## src/rtl/commit_lockstep_scheduler_pkg.sv

```systemverilog
// commit_lockstep_scheduler_pkg: scheduler state encoding, commit limit and effective-commit helper
package commit_lockstep_scheduler_pkg;
  typedef enum logic [1:0] {IDLE = 2'd0, RUN = 2'd1, DRAIN = 2'd2, FAULT = 2'd3} sched_state_e;
  localparam logic [1:0] MAX_COMNUM = 2'd2;
  function automatic logic [1:0] eff_commit(input logic [1:0] comnum, input logic prmiss);
    return prmiss ? 2'd0 : comnum;
  endfunction
endpackage

```

## src/rtl/commit_lockstep_scheduler_if.sv

```systemverilog
// commit_lockstep_scheduler_if: OoO commit/address inputs, ISA ready inputs, step and credit outputs
//   master: drives commits, addresses and ready; observes step and credits
//   slave : the scheduler side
interface commit_lockstep_scheduler_if #(parameter int CREDIT_W = 4, parameter int ADDR_W = 32);
  logic [1:0]          ooo1_comnum_i, ooo2_comnum_i;
  logic                ooo1_prmiss_i, ooo2_prmiss_i;
  logic [ADDR_W-1:0]   ooo1_addr_i, ooo2_addr_i;
  logic                isa1_ready_i, isa2_ready_i;
  logic                isa_step_o;
  logic [CREDIT_W-1:0] credit1_o, credit2_o;
  modport master(output ooo1_comnum_i, ooo2_comnum_i, ooo1_prmiss_i, ooo2_prmiss_i, ooo1_addr_i,
                 ooo2_addr_i, isa1_ready_i, isa2_ready_i, input isa_step_o, credit1_o, credit2_o);
  modport slave(input ooo1_comnum_i, ooo2_comnum_i, ooo1_prmiss_i, ooo2_prmiss_i, ooo1_addr_i,
                ooo2_addr_i, isa1_ready_i, isa2_ready_i, output isa_step_o, credit1_o, credit2_o);
endinterface

```

## src/rtl/commit_lockstep_scheduler_credit_counter.sv

```systemverilog
// commit_lockstep_scheduler_credit_counter: saturating step-credit counter for one OoO copy
//   eff/step add and remove credit while enable; freeze holds; otherwise cleared to 0
//   credit, nonzero, sat (next value exceeded the maximum)
module commit_lockstep_scheduler_credit_counter #(parameter int CREDIT_W = 4) (
  input  logic                clk,
  input  logic                reset_x,
  input  logic [1:0]          eff,
  input  logic                step,
  input  logic                enable,
  input  logic                freeze,
  output logic [CREDIT_W-1:0] credit,
  output logic                nonzero,
  output logic                sat
);
  logic [CREDIT_W-1:0] credit_q, credit_d;
  logic [CREDIT_W+1:0] sum;
  always_comb begin
    sum      = {2'b00, credit_q} + (CREDIT_W+2)'(eff) - (CREDIT_W+2)'(step);
    sat      = enable & (|sum[CREDIT_W+1:CREDIT_W]);
    credit_d = freeze ? credit_q : !enable ? '0 : sat ? '1 : sum[CREDIT_W-1:0];
  end
  always_ff @(posedge clk or negedge reset_x)
    if (!reset_x) credit_q <= '0;
    else credit_q <= credit_d;
  assign credit  = credit_q;
  assign nonzero = |credit_q;
endmodule

```

## src/rtl/commit_lockstep_scheduler.sv

```systemverilog
// commit_lockstep_scheduler: steps both ISA copies in lockstep with OoO commits and flags divergence
//   clk, reset_x (async active-low), start_i pulse, stop_i level, bus (commits/ready/step/credits)
//   state_o, sticky deviation_o/overflow_o, drained_o pulse on leaving DRAIN for IDLE
module commit_lockstep_scheduler
  import commit_lockstep_scheduler_pkg::*;
#(
  parameter int CREDIT_W    = 4,
  parameter int ADDR_W      = 32,
  parameter int DRAIN_LIMIT = 8
) (
  input  logic       clk,
  input  logic       reset_x,
  input  logic       start_i,
  input  logic       stop_i,
  commit_lockstep_scheduler_if.slave bus,
  output logic [1:0] state_o,
  output logic       deviation_o,
  output logic       overflow_o,
  output logic       drained_o
);
  localparam int TW = $clog2(DRAIN_LIMIT + 1);
  sched_state_e state_q, state_d;
  logic deviation_q, deviation_d, overflow_q, overflow_d, drained_q, drained_d;
  logic [TW-1:0] timer_q, timer_d;
  logic [1:0] eff1, eff2;
  logic [CREDIT_W-1:0] credit1, credit2;
  logic active, step, nz1, nz2, sat1, sat2, illegal, diverge, err, timeout, done;
  always_comb begin
    eff1    = eff_commit(bus.ooo1_comnum_i, bus.ooo1_prmiss_i);
    eff2    = eff_commit(bus.ooo2_comnum_i, bus.ooo2_prmiss_i);
    active  = state_q == RUN || state_q == DRAIN;
    step    = active & nz1 & nz2 & bus.isa1_ready_i & bus.isa2_ready_i;
    illegal = (eff1 > MAX_COMNUM) | (eff2 > MAX_COMNUM);
    // address compare is meaningless while either copy is squashing its commits
    diverge = (eff1 != eff2) |
              ((bus.ooo1_addr_i != bus.ooo2_addr_i) & !bus.ooo1_prmiss_i & !bus.ooo2_prmiss_i);
    err     = active & (diverge | illegal | sat1 | sat2);
    done    = !nz1 & !nz2;
    timer_d = state_q == DRAIN ? (step ? '0 : timer_q + 1'b1) : '0;
    timeout = state_q == DRAIN & timer_d == TW'(DRAIN_LIMIT) & !done;
    deviation_d = deviation_q | (active & diverge);
    overflow_d  = overflow_q | (active & (illegal | sat1 | sat2));
    drained_d   = state_q == DRAIN & !err & !timeout & done;
    state_d = state_q;
    case (state_q)
      IDLE:    state_d = start_i ? RUN : IDLE;
      RUN:     state_d = err ? FAULT : stop_i ? DRAIN : RUN;
      DRAIN:   state_d = (err | timeout) ? FAULT : done ? IDLE : DRAIN;
      default: state_d = FAULT;
    endcase
  end
  always_ff @(posedge clk or negedge reset_x)
    if (!reset_x) begin
      state_q     <= IDLE;
      deviation_q <= 1'b0;
      overflow_q  <= 1'b0;
      drained_q   <= 1'b0;
      timer_q     <= '0;
    end else begin
      state_q     <= state_d;
      deviation_q <= deviation_d;
      overflow_q  <= overflow_d;
      drained_q   <= drained_d;
      timer_q     <= timer_d;
    end
  commit_lockstep_scheduler_credit_counter #(.CREDIT_W(CREDIT_W)) u_cnt1 (
    .clk(clk), .reset_x(reset_x), .eff(eff1), .step(step), .enable(active),
    .freeze(state_q == FAULT), .credit(credit1), .nonzero(nz1), .sat(sat1));
  commit_lockstep_scheduler_credit_counter #(.CREDIT_W(CREDIT_W)) u_cnt2 (
    .clk(clk), .reset_x(reset_x), .eff(eff2), .step(step), .enable(active),
    .freeze(state_q == FAULT), .credit(credit2), .nonzero(nz2), .sat(sat2));
  assign bus.isa_step_o = step;
  assign bus.credit1_o  = credit1;
  assign bus.credit2_o  = credit2;
  assign state_o        = state_q;
  assign deviation_o    = deviation_q;
  assign overflow_o     = overflow_q;
  assign drained_o      = drained_q;
endmodule

```

## src/flat_wrapper.sv

```systemverilog
// flat-port wrapper written by rule: the top's interface ports become plain ports
module commit_lockstep_scheduler_flat import commit_lockstep_scheduler_pkg::*;
#(
  parameter int CREDIT_W    = 4,
  parameter int ADDR_W      = 32,
  parameter int DRAIN_LIMIT = 8
)
  (clk, reset_x, start_i, stop_i, state_o, deviation_o, overflow_o, drained_o, bus_ooo1_comnum_i, bus_ooo2_comnum_i, bus_ooo1_prmiss_i, bus_ooo2_prmiss_i, bus_ooo1_addr_i, bus_ooo2_addr_i, bus_isa1_ready_i, bus_isa2_ready_i, bus_isa_step_o, bus_credit1_o, bus_credit2_o);
  commit_lockstep_scheduler_if #(.CREDIT_W(CREDIT_W), .ADDR_W(ADDR_W)) bus_i ();
  input  logic clk;
  input  logic reset_x;
  input  logic start_i;
  input  logic stop_i;
  output logic [1:0] state_o;
  output logic deviation_o;
  output logic overflow_o;
  output logic drained_o;
  input wire logic [$bits(bus_i.ooo1_comnum_i)-1:0] bus_ooo1_comnum_i;
  input wire logic [$bits(bus_i.ooo2_comnum_i)-1:0] bus_ooo2_comnum_i;
  input wire logic [$bits(bus_i.ooo1_prmiss_i)-1:0] bus_ooo1_prmiss_i;
  input wire logic [$bits(bus_i.ooo2_prmiss_i)-1:0] bus_ooo2_prmiss_i;
  input wire logic [$bits(bus_i.ooo1_addr_i)-1:0] bus_ooo1_addr_i;
  input wire logic [$bits(bus_i.ooo2_addr_i)-1:0] bus_ooo2_addr_i;
  input wire logic [$bits(bus_i.isa1_ready_i)-1:0] bus_isa1_ready_i;
  input wire logic [$bits(bus_i.isa2_ready_i)-1:0] bus_isa2_ready_i;
  output wire logic [$bits(bus_i.isa_step_o)-1:0] bus_isa_step_o;
  output wire logic [$bits(bus_i.credit1_o)-1:0] bus_credit1_o;
  output wire logic [$bits(bus_i.credit2_o)-1:0] bus_credit2_o;
  assign bus_i.ooo1_comnum_i = bus_ooo1_comnum_i;
  assign bus_i.ooo2_comnum_i = bus_ooo2_comnum_i;
  assign bus_i.ooo1_prmiss_i = bus_ooo1_prmiss_i;
  assign bus_i.ooo2_prmiss_i = bus_ooo2_prmiss_i;
  assign bus_i.ooo1_addr_i = bus_ooo1_addr_i;
  assign bus_i.ooo2_addr_i = bus_ooo2_addr_i;
  assign bus_i.isa1_ready_i = bus_isa1_ready_i;
  assign bus_i.isa2_ready_i = bus_isa2_ready_i;
  assign bus_isa_step_o = bus_i.isa_step_o;
  assign bus_credit1_o = bus_i.credit1_o;
  assign bus_credit2_o = bus_i.credit2_o;
  commit_lockstep_scheduler #(.CREDIT_W(CREDIT_W), .ADDR_W(ADDR_W), .DRAIN_LIMIT(DRAIN_LIMIT)) u_core (.clk(clk), .reset_x(reset_x), .start_i(start_i), .stop_i(stop_i), .bus(bus_i), .state_o(state_o), .deviation_o(deviation_o), .overflow_o(overflow_o), .drained_o(drained_o));
endmodule
```

## config.mk

```make
export PLATFORM = sky130hd
export DESIGN_NAME = commit_lockstep_scheduler_flat
export DESIGN_NICKNAME = d
export VERILOG_FILES = /design/src/rtl/commit_lockstep_scheduler_pkg.sv /design/src/rtl/commit_lockstep_scheduler_if.sv /design/src/rtl/commit_lockstep_scheduler_credit_counter.sv /design/src/rtl/commit_lockstep_scheduler.sv /design/src/flat_wrapper.sv
export SDC_FILE = /design/constraint.sdc
export NUM_CORES = 1
export LEC_CHECK = 0
export CORE_ASPECT_RATIO = 1.4
export CORE_MARGIN = 2
export CORE_UTILIZATION = 43
export CTS_CLUSTER_DIAMETER = 120
export DETAILED_ROUTE_END_ITERATION = 16
export HOLD_SLACK_MARGIN = 0.06
export PLACE_DENSITY = 0.87
export SYNTH_ARGS = -nofsm -noshare
export SYNTH_HDL_FRONTEND = slang
export SYNTH_SLANG_ARGS = --single-unit
```

## constraint.sdc

```tcl
create_clock -name clk -period 4.28 [get_ports clk]
set_input_delay 0.856 -clock clk [delete_from_list [all_inputs] [get_ports clk]]
set_output_delay 0.856 -clock clk [all_outputs]
set_load 0.05 [all_outputs]
```

# Yosys cells after proc, flatten, opt, wreduce, memory -nomap -nowiden
# Index checks and enable logic that the tools add are counted.
[op_classes] reduce_logical=13 add_sub_neg=5 n_bitwise=27 multipliers=0 div_mod_pow=0 order_cmp=2 eq_ne=6 n_shift=0 mux=14
[op_table] operator="$ne A32 B32 Y1" n=1
[op_table] operator="$mux W4" n=6
[op_table] operator="$and A1 B1 Y1" n=17
[op_table] operator="$mux W2" n=6
[op_table] operator="$sub A6 B1 Y6" n=2
[op_table] operator="$add A4 B2 Y5" n=2
[op_table] operator="$or A1 B1 Y1" n=10
[op_table] operator="$reduce_or A4 Y1" n=2
[op_table] operator="$logic_not A1 Y1" n=7
[op_table] operator="$pmux W2 S3" n=1
[op_table] operator="$add A4 B1 Y4 const B" n=1
[op_table] operator="$eq A2 B2 Y1 const B" n=2
[op_table] operator="$eq A4 B4 Y1 const B" n=1
[op_table] operator="$gt A2 B2 Y1 const B" n=2
[op_table] operator="$reduce_or A2 Y1" n=2
[op_table] operator="$eq A2 B1 Y1 const B" n=1
[op_table] operator="$logic_not A2 Y1" n=1
[op_table] operator="$ne A2 B2 Y1" n=1
[op_table] operator="$logic_or A1 B1 Y1" n=1
[op_table] operator="$mux W1" n=1
[word_totals] regBits=17 latch_bits=0 elab_cells=74 ram_bits=0 romBits=0 mem_count=0 output_inout_bits=14 inputBits=76

# Depth between registers and ports, before layout
[logic_depth] word_depth=16 mapped_depth=11 mapped_depth_nobuf=11

# Hierarchy
# From an unflattened synthesis, not the netlist that was laid out.
[hier_totals] hier_cells=197 hier_area_um2=1731.7
[modules_own_cells] module="commit_lockstep_scheduler" n_inst=1 cells_per_inst=103 seq_area_each_um2=225.2 area_per_inst_um2=898.4
[modules_own_cells] module="commit_lockstep_scheduler_credit_counter" n_inst=2 cells_per_inst=47 seq_area_each_um2=100.1 area_per_inst_um2=416.6

# Worst setup path after synthesis
# OpenSTA, ideal clock, no wires.
[synth_path] path_kind="flip-flop to flip-flop" from="register u_core.state_q[0] (netlist: u_core.state_o[0])" to="register u_core.state_q[0] (netlist: u_core.state_o[0])" t_required_ns=4.149 setup_time_ns=0.131 arrival_ns=3.899 path_stages_with_launch=12 slack_ns=0.250 path_cell_list="dfrtp_1 inv_1 ha_1 nand3_1 nor3_1 ha_1 ha_1 nand4b_1 o21a_1 a41oi_4 nor4b_2 a21oi_1"
[synth_via] elab_chain_cells=15 elab_cells_between_ends=26
[synth_rtl] item="start: declaration" line_no="commit_lockstep_scheduler.sv:22" source="sched_state_e state_q, state_d;"
[synth_rtl] item="start signal: assignment" line_no="commit_lockstep_scheduler.sv:60" source="state_q <= state_d;"
[synth_rtl] item="$eq A2 B1 Y1 or $eq A2 B2 Y1 (tied branches)" line_no="commit_lockstep_scheduler.sv:31" source="active = state_q == RUN || state_q == DRAIN;"
[synth_rtl] item="$logic_or A1 B1 Y1 *" line_no="commit_lockstep_scheduler.sv:31"
[synth_rtl] item="$and A1 B1 Y1 * (4 in series)" line_no="commit_lockstep_scheduler.sv:32" source="step = active & nz1 & nz2 & bus.isa1_ready_i & bus.isa2_ready_i;"
[synth_rtl] item="via bus_isa_step_o" line_no="flat_wrapper.sv:26" source="output wire logic [$bits(bus_i.isa_step_o)-1:0] bus_isa_step_o;"
[synth_rtl] item="$sub A6 B1 Y6" line_no="commit_lockstep_scheduler_credit_counter.sv:18" source="sum = {2'b00, credit_q} + (CREDIT_W+2)'(eff) - (CREDIT_W+2)'(step);"
[synth_rtl] item="$reduce_or A2 Y1" line_no="commit_lockstep_scheduler_credit_counter.sv:19" source="sat = enable & (|sum[CREDIT_W+1:CREDIT_W]);"
[synth_rtl] item="$and A1 B1 Y1" line_no="commit_lockstep_scheduler_credit_counter.sv:19"
[synth_rtl] item="$or A1 B1 Y1 (2 in series)" line_no="commit_lockstep_scheduler.sv:37" source="err = active & (diverge | illegal | sat1 | sat2);"
[synth_rtl] item="$and A1 B1 Y1" line_no="commit_lockstep_scheduler.sv:37"
[synth_rtl] item="$or A1 B1 Y1" line_no="commit_lockstep_scheduler.sv:48" source="DRAIN: state_d = (err | timeout) ? FAULT : done ? IDLE : DRAIN;"
[synth_rtl] item="$mux W2" line_no="commit_lockstep_scheduler.sv:48"
[synth_rtl] item="$pmux W2 S3 *" line_no="commit_lockstep_scheduler.sv:45" source="case (state_q)"
[synth_rtl] item="via u_core.state_d[0]" line_no="commit_lockstep_scheduler.sv:22"
# Mark *: on every way through the listed nets, which the timed path passes. The rest lies on a longest branch.
# A chain may end at the register's enable or synchronous reset.

# Worst setup path in the final report
[layout_path] from="input bus_isa2_ready_i" to="output bus_isa_step_o"
[layout_via] elab_chain_cells=1
[layout_rtl] item="start: declaration" line_no="flat_wrapper.sv:25" source="input wire logic [$bits(bus_i.isa2_ready_i)-1:0] bus_isa2_ready_i;"
[layout_rtl] item="$and A1 B1 Y1" line_no="commit_lockstep_scheduler.sv:32"
[layout_rtl] item="end: declaration" line_no="flat_wrapper.sv:26"
# Every way passes these cells.

==> metrics <==
Clk Latency, worst-skew pair 0.25 ns; # clock sinks 17; GR Overflow Total 0; largest stage delay on the critical path just under 0.9 ns; cells after synthesis between 150 and 200; f_max about 280 MHz; hold path startpoint u_core.overflow_o$_DFF_PN0_; die width about 57 microns; yosys warns 0; reg2reg path depth 11; area leader, netlist dfrtp_1; DRT antenna net count 0; DRC Markers 0; Placer Congestion around 0.9; Num CTS Buffers 3; RR Startpoint u_core.state_o[0]$_DFF_PN0_; main combinational cell family by area after synthesis XOR/XNOR gates; H-tree depth 1; worst rel slew slack between 40% and 50%; CP Cell Sequence clkdlybuf4s50_1 -> nand3_1 -> nor3_1 -> clkdlybuf4s50_1; Syn Nets 270; Final Hold Vio Count 0; vias in the first global route about 1800; starting DRC count in detailed routing 31; first-pass GRT wire length around 8100 microns; WHS Endpoint u_core.overflow_o$_DFF_PN0_; critical path peak fanout 3; Total GRT Usage a little under a quarter; initial antenna violation count 0; simple-gate portion of the synthesized area approximately 18%; Setup Total Neg Slack 0 ns; status complete, no violations; Root Driver clkbuf_8; die area ~4500 sq um; clk slew on worst S/H paths roughly 0.060 ns; worst reg2reg path endpoint u_core.state_o[1]$_DFF_PN0_; Final setup viols 0; Area Overhead vs Synth 57.1%; worst hold path type register to register; hold buffers post-CTS 0; Worst path slowest cell clkdlybuf4s50_1; CTS max path bufs 2; register-to-register setup slack 1.12 ns; Synth top area share 25.0%; fin util between 60 and 70%; critical path capture point type output pin; WL/cell about 16 microns; Core Area between 3000 and 4000 sq um; cell mode on critical path clkdlybuf4s50_1; period utilization a little over four fifths; post-synthesis xor/xnor area fraction around a fifth; placed insts a little over 300; Synth Area in Compound Gates between 20% and 30%; fin area 2670 sq um; diodes inserted 0; maxcap violations 0; I/O pin cnt 90; I/O Buffers 89; P_leak ~1.1 nW; fin. max-slew vios 0; cts repair resizes 0; startpoint types input port; Vias per Instance 5.42; Adder-Cell Fraction of Synth Area approximately an eighth; Starting Density 44.2%; CTS tree done; final worst slack 0.687 ns; Synth Area per Inst between 9 and 10 sq um; Site Rows 27; final wirelength 4880 microns; VDD IR-drop max between 0.4 and 0.5 mV; RSZ-0062 raised after global routing no; critical path class input port to output pin; Syn Std Cell Area 1700 sq um; pre-CTS setup slack about 0.47 ns; hold path depth 1; flops & latches, synth 17; CP Data Required Time 3.42 ns; share of cells above drive strength 1 5.22%; PwrDens roughly 450 nW/um^2; Final Critical Period between 3 and 4 ns; setup bufs post-CTS 0; via count 1686; Die H 78.4 microns; drt pass-1 iters 4; largest net degree at the start of global routing 18; non-filler cells, final approximately 310; placed cell areas ~2600 sq um; slew at the pin closest to its max-slew limit around 0.78 ns; synth top area cells dfrtp_1 25%, xnor2_1 18%, ha_1 10%; Final HPWL DP 4200 microns; count of cell types in the netlist 40; mux contribution to synthesized area 0%; sequential area share after synthesis approximately a quarter; CP arrival between 2 and 3 ns; Fin Clk Skew roughly 0.0013 ns; Final #Nets approximately 360
[layer usage]
layer | vias up | wire, microns | global-route usage (%)
met5 | - | 0 | 0
met4 | 0 | 138 | 7.91
met3 | 14 | 182 | 3.62
met2 | 51 | 2810 | 44.3
met1 | 797 | 1750 | 25.1
li1 | 824 | - | -
[layout by cell type (no fill, tap or decap), types with 2 or more instances in the layout]
cell type	netlist	final
xor2_1	5	5
a21o_1	7	7
ha_1	14	14
nand2_1	3	3
nand2b_1	2	2
nor2b_1	6	6
o22a_1	3	3
o21a_1	2	2
nor3_1	3	3
nor2_1	8	8
dfrtp_1	17	17
xnor2_1	35	35
clkdlybuf4s50_1	0	89
clkbuf_8	0	3
fa_1	2	2
nor4_4	2	2
a21oi_1	15	15
o31ai_1	2	2
a211oi_1	6	6
nand4_1	8	8
nand3_1	6	6
nor4_1	2	2
inv_1	11	11
[where the power goes]
group / internal, W / switching (W) / leakage [nW] / total (W)
sequential: 0.000208 / 0.0000706 / 0.216 / 0.000278
clock: 0.0000662 / 0.0000551 / 0.0228 / 0.000121
combinational: 0.000343 / 0.000455 / 0.829 / 0.000798
[critical path, delay by kind of cell]
family                 cells  cell delay (ns)
buffers and inverters      2             1.37
AND/OR/NAND/NOR            2             0.51
[worst max path at each step]
stage | from | to | depth (start not counted)
2_1_floorplan | u_core.state_o[0]$_DFF_PN0_ | u_core.state_o[0]$_DFF_PN0_ | 11
3_3_place_gp | bus_ooo1_prmiss_i | u_core.state_o[0]$_DFF_PN0_ | 11
3_5_place_dp | bus_ooo1_prmiss_i | u_core.state_o[0]$_DFF_PN0_ | 11
4_1_cts | bus_isa2_ready_i | bus_isa_step_o | 4
5_1_grt | bus_ooo1_prmiss_i | u_core.state_o[0]$_DFF_PN0_ | 11
6_report | bus_isa2_ready_i | bus_isa_step_o | 4
[metrics by stage]
| step | power, W | hold slack [ns] |
|---|---|---|
| after floorplan | 0.000817 | 0.453 |
| after global placement | 0.00105 | 0.446 |
| after detailed placement | 0.00107 | 0.451 |
| after CTS | 0.00120 | 0.470 |
| after global routing | 0.00129 | 0.494 |
| final | 0.00120 | 0.462 |
[registers in the layout, summed over array words and instances (netlist names)]
register / flops
u_core.deviation_o: 1
u_core.drained_o: 1
u_core.overflow_o: 1
u_core.state_o: 2
u_core.timer_q: 4
u_core.u_cnt1.credit: 4
u_core.u_cnt2.credit: 4
[cell usage after synthesis]
cell type / n
a31oi_4: 1
nand4b_1: 1
a31oi_1: 1
nor2_2: 1
buf_6: 1
and4_4: 1
nor4bb_1: 1
a211oi_1: 6
clkbuf_1: 1
buf_1: 1
nor2_1: 8
nor2b_1: 6
fa_1: 2
xor2_1: 5
nor4_1: 2
nand4_1: 8
a221o_1: 1
o22a_1: 3
nor4_4: 2
nor3_1: 3
nand2_2: 1
o21ai_2: 1
a21o_1: 7
ha_1: 14
o31ai_1: 2
o21ai_0: 1
nand2_1: 3
o21a_1: 2
a41oi_4: 1
a2111oi_2: 1
a21oi_1: 15
nand3_1: 6
a22oi_1: 1
or3b_1: 1
inv_1: 11
o31ai_2: 1
nor4b_2: 1
dfrtp_1: 17
xnor2_1: 35
nand2b_1: 2
[cell families (layout without fill, tap and decap cells)]
| logic type | Yosys count | in the layout |
|---|---|---|
| buffers and inverters | 14 | 104 |
| adder cells (fa/ha/maj) | 16 | 16 |
| XOR/XNOR | 40 | 40 |
| AND/OR/NAND/NOR | 47 | 47 |
| AO/OA/AOI/OAI | 44 | 44 |
| flip-flops | 17 | 17 |
[layout make-up]
class	instances	area, sq um
Multi-Input combinational cell	147	1220
Inverter	11	41.3
Sequential cell	17	425
Tap cell	43	53.8
Timing Repair Buffer	89	891
Fill cell	308	1180
Clock buffer	4	45.0
Power figures use the tool's default switching activity.
